## src/rtl/interface_pkg.sv

```systemverilog
// Shared AHB transfer/burst encodings and burst helper functions used by the
// I-cache line-fill read path.
package interface_pkg;

  typedef enum logic [1:0] {
    IDLE   = 2'd0,
    BUSY   = 2'd1,
    NONSEQ = 2'd2,
    SEQ    = 2'd3
  } trans_types_e;

  typedef enum logic [2:0] {
    SINGLE = 3'd0,
    INCR   = 3'd1,
    WRAP4  = 3'd2,
    INCR4  = 3'd3,
    WRAP8  = 3'd4,
    INCR8  = 3'd5,
    WRAP16 = 3'd6,
    INCR16 = 3'd7
  } burst_types_e;

  localparam int BEAT_CNT_W = 5;

  // Undefined-length INCR is treated as a fixed 4-beat line fill.
  function automatic logic [BEAT_CNT_W-1:0] burst_len(input logic [2:0] hburst);
    logic [BEAT_CNT_W-1:0] len;
    case (hburst)
      SINGLE:                len = 5'd1;
      INCR, WRAP4, INCR4:    len = 5'd4;
      WRAP8, INCR8:          len = 5'd8;
      default:               len = 5'd16;
    endcase
    return len;
  endfunction

  function automatic logic is_wrap(input logic [2:0] hburst);
    return (hburst == WRAP4) || (hburst == WRAP8) || (hburst == WRAP16);
  endfunction

endpackage

```

## src/rtl/burst_addr_gen.sv

```systemverilog
// Combinational next-beat address for a 4-byte-beat AHB burst: linear
// increment for INCR types, wrap inside the len*4-aligned block for WRAP types.
module burst_addr_gen
  import interface_pkg::*;
#(
  parameter int ADDR_W = 32
) (
  input  logic [ADDR_W-1:0]     cur_addr,
  input  logic [2:0]            burst,
  input  logic [BEAT_CNT_W-1:0] len,
  output logic [ADDR_W-1:0]     next_addr
);

  logic [ADDR_W-1:0] incr_addr;
  logic [ADDR_W-1:0] wrap_mask;

  always_comb begin
    incr_addr = cur_addr + ADDR_W'(4);
    wrap_mask = ADDR_W'({len, 2'b00}) - ADDR_W'(1);
    if (is_wrap(burst)) begin
      next_addr = (cur_addr & ~wrap_mask) | (incr_addr & wrap_mask);
    end else begin
      next_addr = incr_addr;
    end
  end

endmodule

```

## src/rtl/transfer_handler.sv

```systemverilog
// AHB read-burst sequencer for I-cache line fills: accepts one NONSEQ read,
// walks the burst addresses and presents each completed beat for one cycle.
module transfer_handler
  import interface_pkg::*;
#(
  parameter int ADDR_W = 32,
  parameter int DATA_W = 32
) (
  input  logic              clk,
  input  logic              rstn,
  input  logic [ADDR_W-1:0] addr,
  input  logic              hwrite,
  input  logic [DATA_W-1:0] hrdata,
  input  logic              hready,
  input  logic [DATA_W-1:0] hwdata,
  input  logic [2:0]        hburst,
  input  logic [1:0]        htrans,
  output logic [ADDR_W-1:0] read_addr,
  output logic [DATA_W-1:0] read_data,
  output logic [1:0]        trans_out
);

  // Beat handshake: a beat completes on any rising edge in BURST with
  // hready=1; trans_out != IDLE marks the single cycle that beat is valid.
  typedef enum logic {
    ST_IDLE  = 1'b0,
    ST_BURST = 1'b1
  } state_e;

  state_e                state_q, state_d;
  logic [ADDR_W-1:0]     cur_addr_q, cur_addr_d;
  logic [2:0]            burst_q, burst_d;
  logic [BEAT_CNT_W-1:0] len_q, len_d;
  logic [BEAT_CNT_W-1:0] beat_q, beat_d;
  logic [ADDR_W-1:0]     read_addr_q, read_addr_d;
  logic [DATA_W-1:0]     read_data_q, read_data_d;
  logic [1:0]            trans_q, trans_d;
  logic [ADDR_W-1:0]     next_addr;

  // Write data and the byte offset of the request address carry no meaning here.
  logic unused_ok;
  assign unused_ok = ^{hwdata, addr[1:0]};

  burst_addr_gen #(
    .ADDR_W(ADDR_W)
  ) u_addr_gen (
    .cur_addr (cur_addr_q),
    .burst    (burst_q),
    .len      (len_q),
    .next_addr(next_addr)
  );

  always_ff @(posedge clk or negedge rstn) begin
    if (!rstn) begin
      state_q     <= ST_IDLE;
      cur_addr_q  <= '0;
      burst_q     <= '0;
      len_q       <= '0;
      beat_q      <= '0;
      read_addr_q <= '0;
      read_data_q <= '0;
      trans_q     <= IDLE;
    end else begin
      state_q     <= state_d;
      cur_addr_q  <= cur_addr_d;
      burst_q     <= burst_d;
      len_q       <= len_d;
      beat_q      <= beat_d;
      read_addr_q <= read_addr_d;
      read_data_q <= read_data_d;
      trans_q     <= trans_d;
    end
  end

  always_comb begin
    state_d     = state_q;
    cur_addr_d  = cur_addr_q;
    burst_d     = burst_q;
    len_d       = len_q;
    beat_d      = beat_q;
    read_addr_d = read_addr_q;
    read_data_d = read_data_q;
    trans_d     = IDLE;

    case (state_q)
      ST_IDLE: begin
        if ((htrans == NONSEQ) && !hwrite) begin
          cur_addr_d = {addr[ADDR_W-1:2], 2'b00};
          burst_d    = hburst;
          len_d      = burst_len(hburst);
          beat_d     = '0;
          state_d    = ST_BURST;
        end
      end
      ST_BURST: begin
        // Request inputs are ignored here; only hready advances the burst.
        if (hready) begin
          read_addr_d = cur_addr_q;
          read_data_d = hrdata;
          trans_d     = (beat_q == '0) ? NONSEQ : SEQ;
          beat_d      = beat_q + 5'd1;
          cur_addr_d  = next_addr;
          if (beat_q == len_q - 5'd1) begin
            state_d = ST_IDLE;
          end
        end
      end
      default: state_d = ST_IDLE;
    endcase
  end

  assign read_addr = read_addr_q;
  assign read_data = read_data_q;
  assign trans_out = trans_q;

endmodule

```

## config.mk

```make
export PLATFORM = sky130hd
export DESIGN_NAME = transfer_handler
export DESIGN_NICKNAME = d
export VERILOG_FILES = /design/src/rtl/interface_pkg.sv /design/src/rtl/burst_addr_gen.sv /design/src/rtl/transfer_handler.sv
export SDC_FILE = /design/constraint.sdc
export NUM_CORES = 1
export LEC_CHECK = 0
export ABC_CLOCK_PERIOD_IN_PS = 2510
export BUFFER_PORTS_ARGS = -buffer_cell sky130_fd_sc_hd__buf_4
export CORE_UTILIZATION = 40
export CTS_CLUSTER_SIZE = 24
export DETAILED_ROUTE_END_ITERATION = 12
export PLACE_DENSITY = 0.71
export SYNTH_ARGS = -nofsm -noshare
export SYNTH_HDL_FRONTEND = slang
export SYNTH_HIERARCHICAL = 1
export SYNTH_SLANG_ARGS = --single-unit
```

## constraint.sdc

```tcl
create_clock -name clk -period 2.51 [get_ports clk]
set_input_delay 0.3765 -clock clk [delete_from_list [all_inputs] [get_ports clk]]
set_output_delay 0.3765 -clock clk [all_outputs]
set_load 0.02 [all_outputs]
```

==> metrics.md <==
| Metric | Value |
|---|---|
| CORE AREA | `13,400 µm²` |
| Cells on worst reg2reg path | `6` |
| Sequential share of the synthesized area | `50.1%` |
| Async SR Flop Fraction | `100%` |
| Sum Neg Setup Slack | `0 ns` |
| Placed Instance Area | `6670 µm²` |
| Final core utilization | `52.1%` |
| Total chip power | `8.46 mW` |
| Mapped Cells | `592` |
| Final Skew | `0.00883 ns` |
| Initial Util | `41.4%` |
| Comb power frac | `43.5%` |
| Tot GR Track Use | `20.2%` |
| Chip Width | `120 µm` |
| Area growth syn-to-layout | `26.0%` |
| Initial antenna violation count | `0` |
| Period minus WS final | `2.22 ns` |
| Reg-to-reg startpoint | `cur_addr_q[8]` |
| GP Congestion | `0.822` |
| Final #Nets | `822` |
| Setup crit end kind | `register` |
| Kind of critical path | `register to register` |
| Endpoints failing setup | `0` |
| Placed Cells | `877` |
| CP startpoint | `cur_addr_q[8]` |
| Pwr/cell area | `1210 nW/µm²` |
| Hold WS | `0.00791 ns` |
| Switching power | `3.50 mW` |
| Via count | `4,547` |
| Post-synth EDFFs | `0` |
| DRT met1 WL | `5880 µm` |
| Top Metal Used | `met4` |
| Slew Viols, Final | `0` |
| Status | `finished clean` |
| Post-route insts no fill | `892` |
| Unrepaired setup endpoints after global routing | `false` |
| Die area | `14,300 µm²` |
| Routed length on met3 | `1150 µm` |
| Hold_buf cts | `0` |
| Seq cells post-synth | `111` |
| Most frequent cells after synthesis | `nand2_1 (214), dfrtp_1 (111), nand3_1 (41)` |
| Leak pwr | `3.65 nW` |
| Cell Area, Synth | `5540 µm²` |
| Prevailing post-synth register cell | `dfrtp_1` |
| Area share of the largest cell type after synthesis | `50.1%` |
| DRC errors left | `0` |
| Nature of the critical path startpoint | `register` |
| Max VDD drop | `0.529 mV` |
| Max frequency | `0.450 GHz` |
| Vias in the first global route | `4,608` |
| Clock sinks | `111` |
| HPWL after DPL | `8980 µm` |
| CTS buffer count | `9` |
| Flop pwr share | `38.9%` |
| Synth top area cells | `dfrtp_1 (50%), nand2_1 (14%), mux2i_1 (5.4%), xor2_1 (4.7%), nand3_1 (3.7%)` |
| CTS Buffer Depth | `2` |
| H-Tree Depth | `3` |
| Net Sw Frac | `41.3%` |
| Post-route ant nets | `0` |
| Post-CTS resize count | `0` |
| Worst slack, placed | `0.383 ns` |
| CTS root buf | `clkbuf_16` |
| Clock Power Share | `17.7%` |
| GR Overflow Total | `0` |
| Worst-Margin Slew | `1.03 ns` |
| Share of cells above drive strength 1 | `25.7%` |
| CTS tree | `built` |
| Setup Fix Bufs, Post-CTS | `0` |
| Hold Fails Final Rpt | `0` |
| Final Cycle Share | `88.5%` |
| Antenna fix cells | `0` |
| Relative slew margins | `31.2%` |
| Final worst slack | `0.290 ns` |
| Class of the worst hold path | `input pin to asynchronous set/reset pin` |
| CP max FO | `7` |
| Yosys warns | `6` |
| TritonRoute pass-1 iters | `4` |
| Port bufs | `136` |
| First-pass GRT wire length | `22,700 µm` |
| Final instance area | `6980 µm²` |
| Via density | `5.10` |
| Required @ worst endpoint | `2.79 ns` |
| Clk Latency, worst-skew pair | `0.36 ns` |
| Row Count | `42` |
| Final WL | `13,600 µm` |
| Post-synth cell types | `46` |
| Routed length on met2 | `6400 µm` |
| Most numerous cell in the Yosys netlist | `nand2_1` |
| P_int | `4.96 mW` |
| DR WL/cell | `15.2 µm` |
| Mapped Avg Cell Area | `9.36 µm²` |
| Pin count of the biggest net entering global routing | `100` |
| Die Y | `120 µm` |
| Worst-path clk slew | `0.07 ns` |
| Max-cap violation count | `0` |
| Cell taking the most area after synthesis | `dfrtp_1` |
| IO Count | `171` |
| Worst EP arrival | `2.50 ns` |
| Initial drt markers | `209` |
-- metal layers --
metal / vias up / track usage [%]
met5: - / 0
met4: 0 / 6.02
met3: 10 / 6.94
met2: 149 / 33.2
met1: 2191 / 24.9
li1: 2197 / -
-- cell families after synthesis --
group / synth area share, %
AND/OR/NAND/NOR: 27.7
flip-flops: 50.1
AO/OA/AOI/OAI: 5.13
buffers and inverters: 4.13
XOR/XNOR: 6.10
multiplexers: 5.62
adder cells (fa/ha/maj): 1.13
other: 0.0677
-- final timing paths --
| check | to | slack (ns) |
|---|---|---|
| setup / recovery | cur_addr_q[21] | 0.29 |
| hold / removal | read_data[29] | 0.008 |
| setup reg to reg | cur_addr_q[21] | 0.29 |
| hold reg to reg | burst_q[0] | 0.47 |
| max in group asynchronous | read_addr[23] | 1.82 |
| min in group clk | read_data[0] | 0.21 |
-- state kept, by name, indices dropped and copies added (netlist names) --
register    count
beat_q          5
burst_q         3
cur_addr_q     32
len_q           4
read_addr      32
read_data      32
state_q         1
trans_out       2
-- worst max-delay path, cell delays in order (launching register included) --
cell	delay, ns
dfrtp_1	0.48
nand4_1	0.19
nand4bb_1	0.57
nor4b_2	0.45
xor2_1	0.22
mux2i_1	0.10
o21ai_1	0.13
-- power by group through the flow --
stage / Sequential [mW] / Combinational [mW] / Clock, mW
floorplan: 3.69 / 1.94 / 0
global placement: 3.25 / 3.60 / 0
detailed placement: 3.30 / 3.71 / 0
CTS: 3.28 / 3.73 / 1.53
global route: 3.41 / 4.04 / 1.62
finish: 3.29 / 3.68 / 1.50
-- layout by cell type (no fill, tap or decap), types with 3 or more instances in the layout --
cell         n
a22o_1       3
and3_1       3
and4_1       5
buf_4      143
clkbuf_16    9
clkbuf_8     3
dfrtp_1    110
ha_1         5
inv_1        8
mux2i_1     30
nand2_1    214
nand3_1     41
nand4_1      3
nor2_1       6
nor3_1      10
nor3b_1      3
nor4_2       8
nor4b_2      5
o21ai_0      7
o21ai_1     29
or3_1        3
xnor2_1      6
xor2_1      30
-- layout make-up --
| type | count | area [µm²] |
|---|---|---|
| sequential | 111 | 2780 |
| timing repair buffer | 144 | 1090 |
| clock buffer | 13 | 270 |
| clock inverter | 2 | 38.8 |
| tap | 176 | 220 |
| fill | 1216 | 6420 |
| inverter | 9 | 33.8 |
| multi-input combinational | 437 | 2550 |
Note: power is estimated with default switching activity, not from simulation.
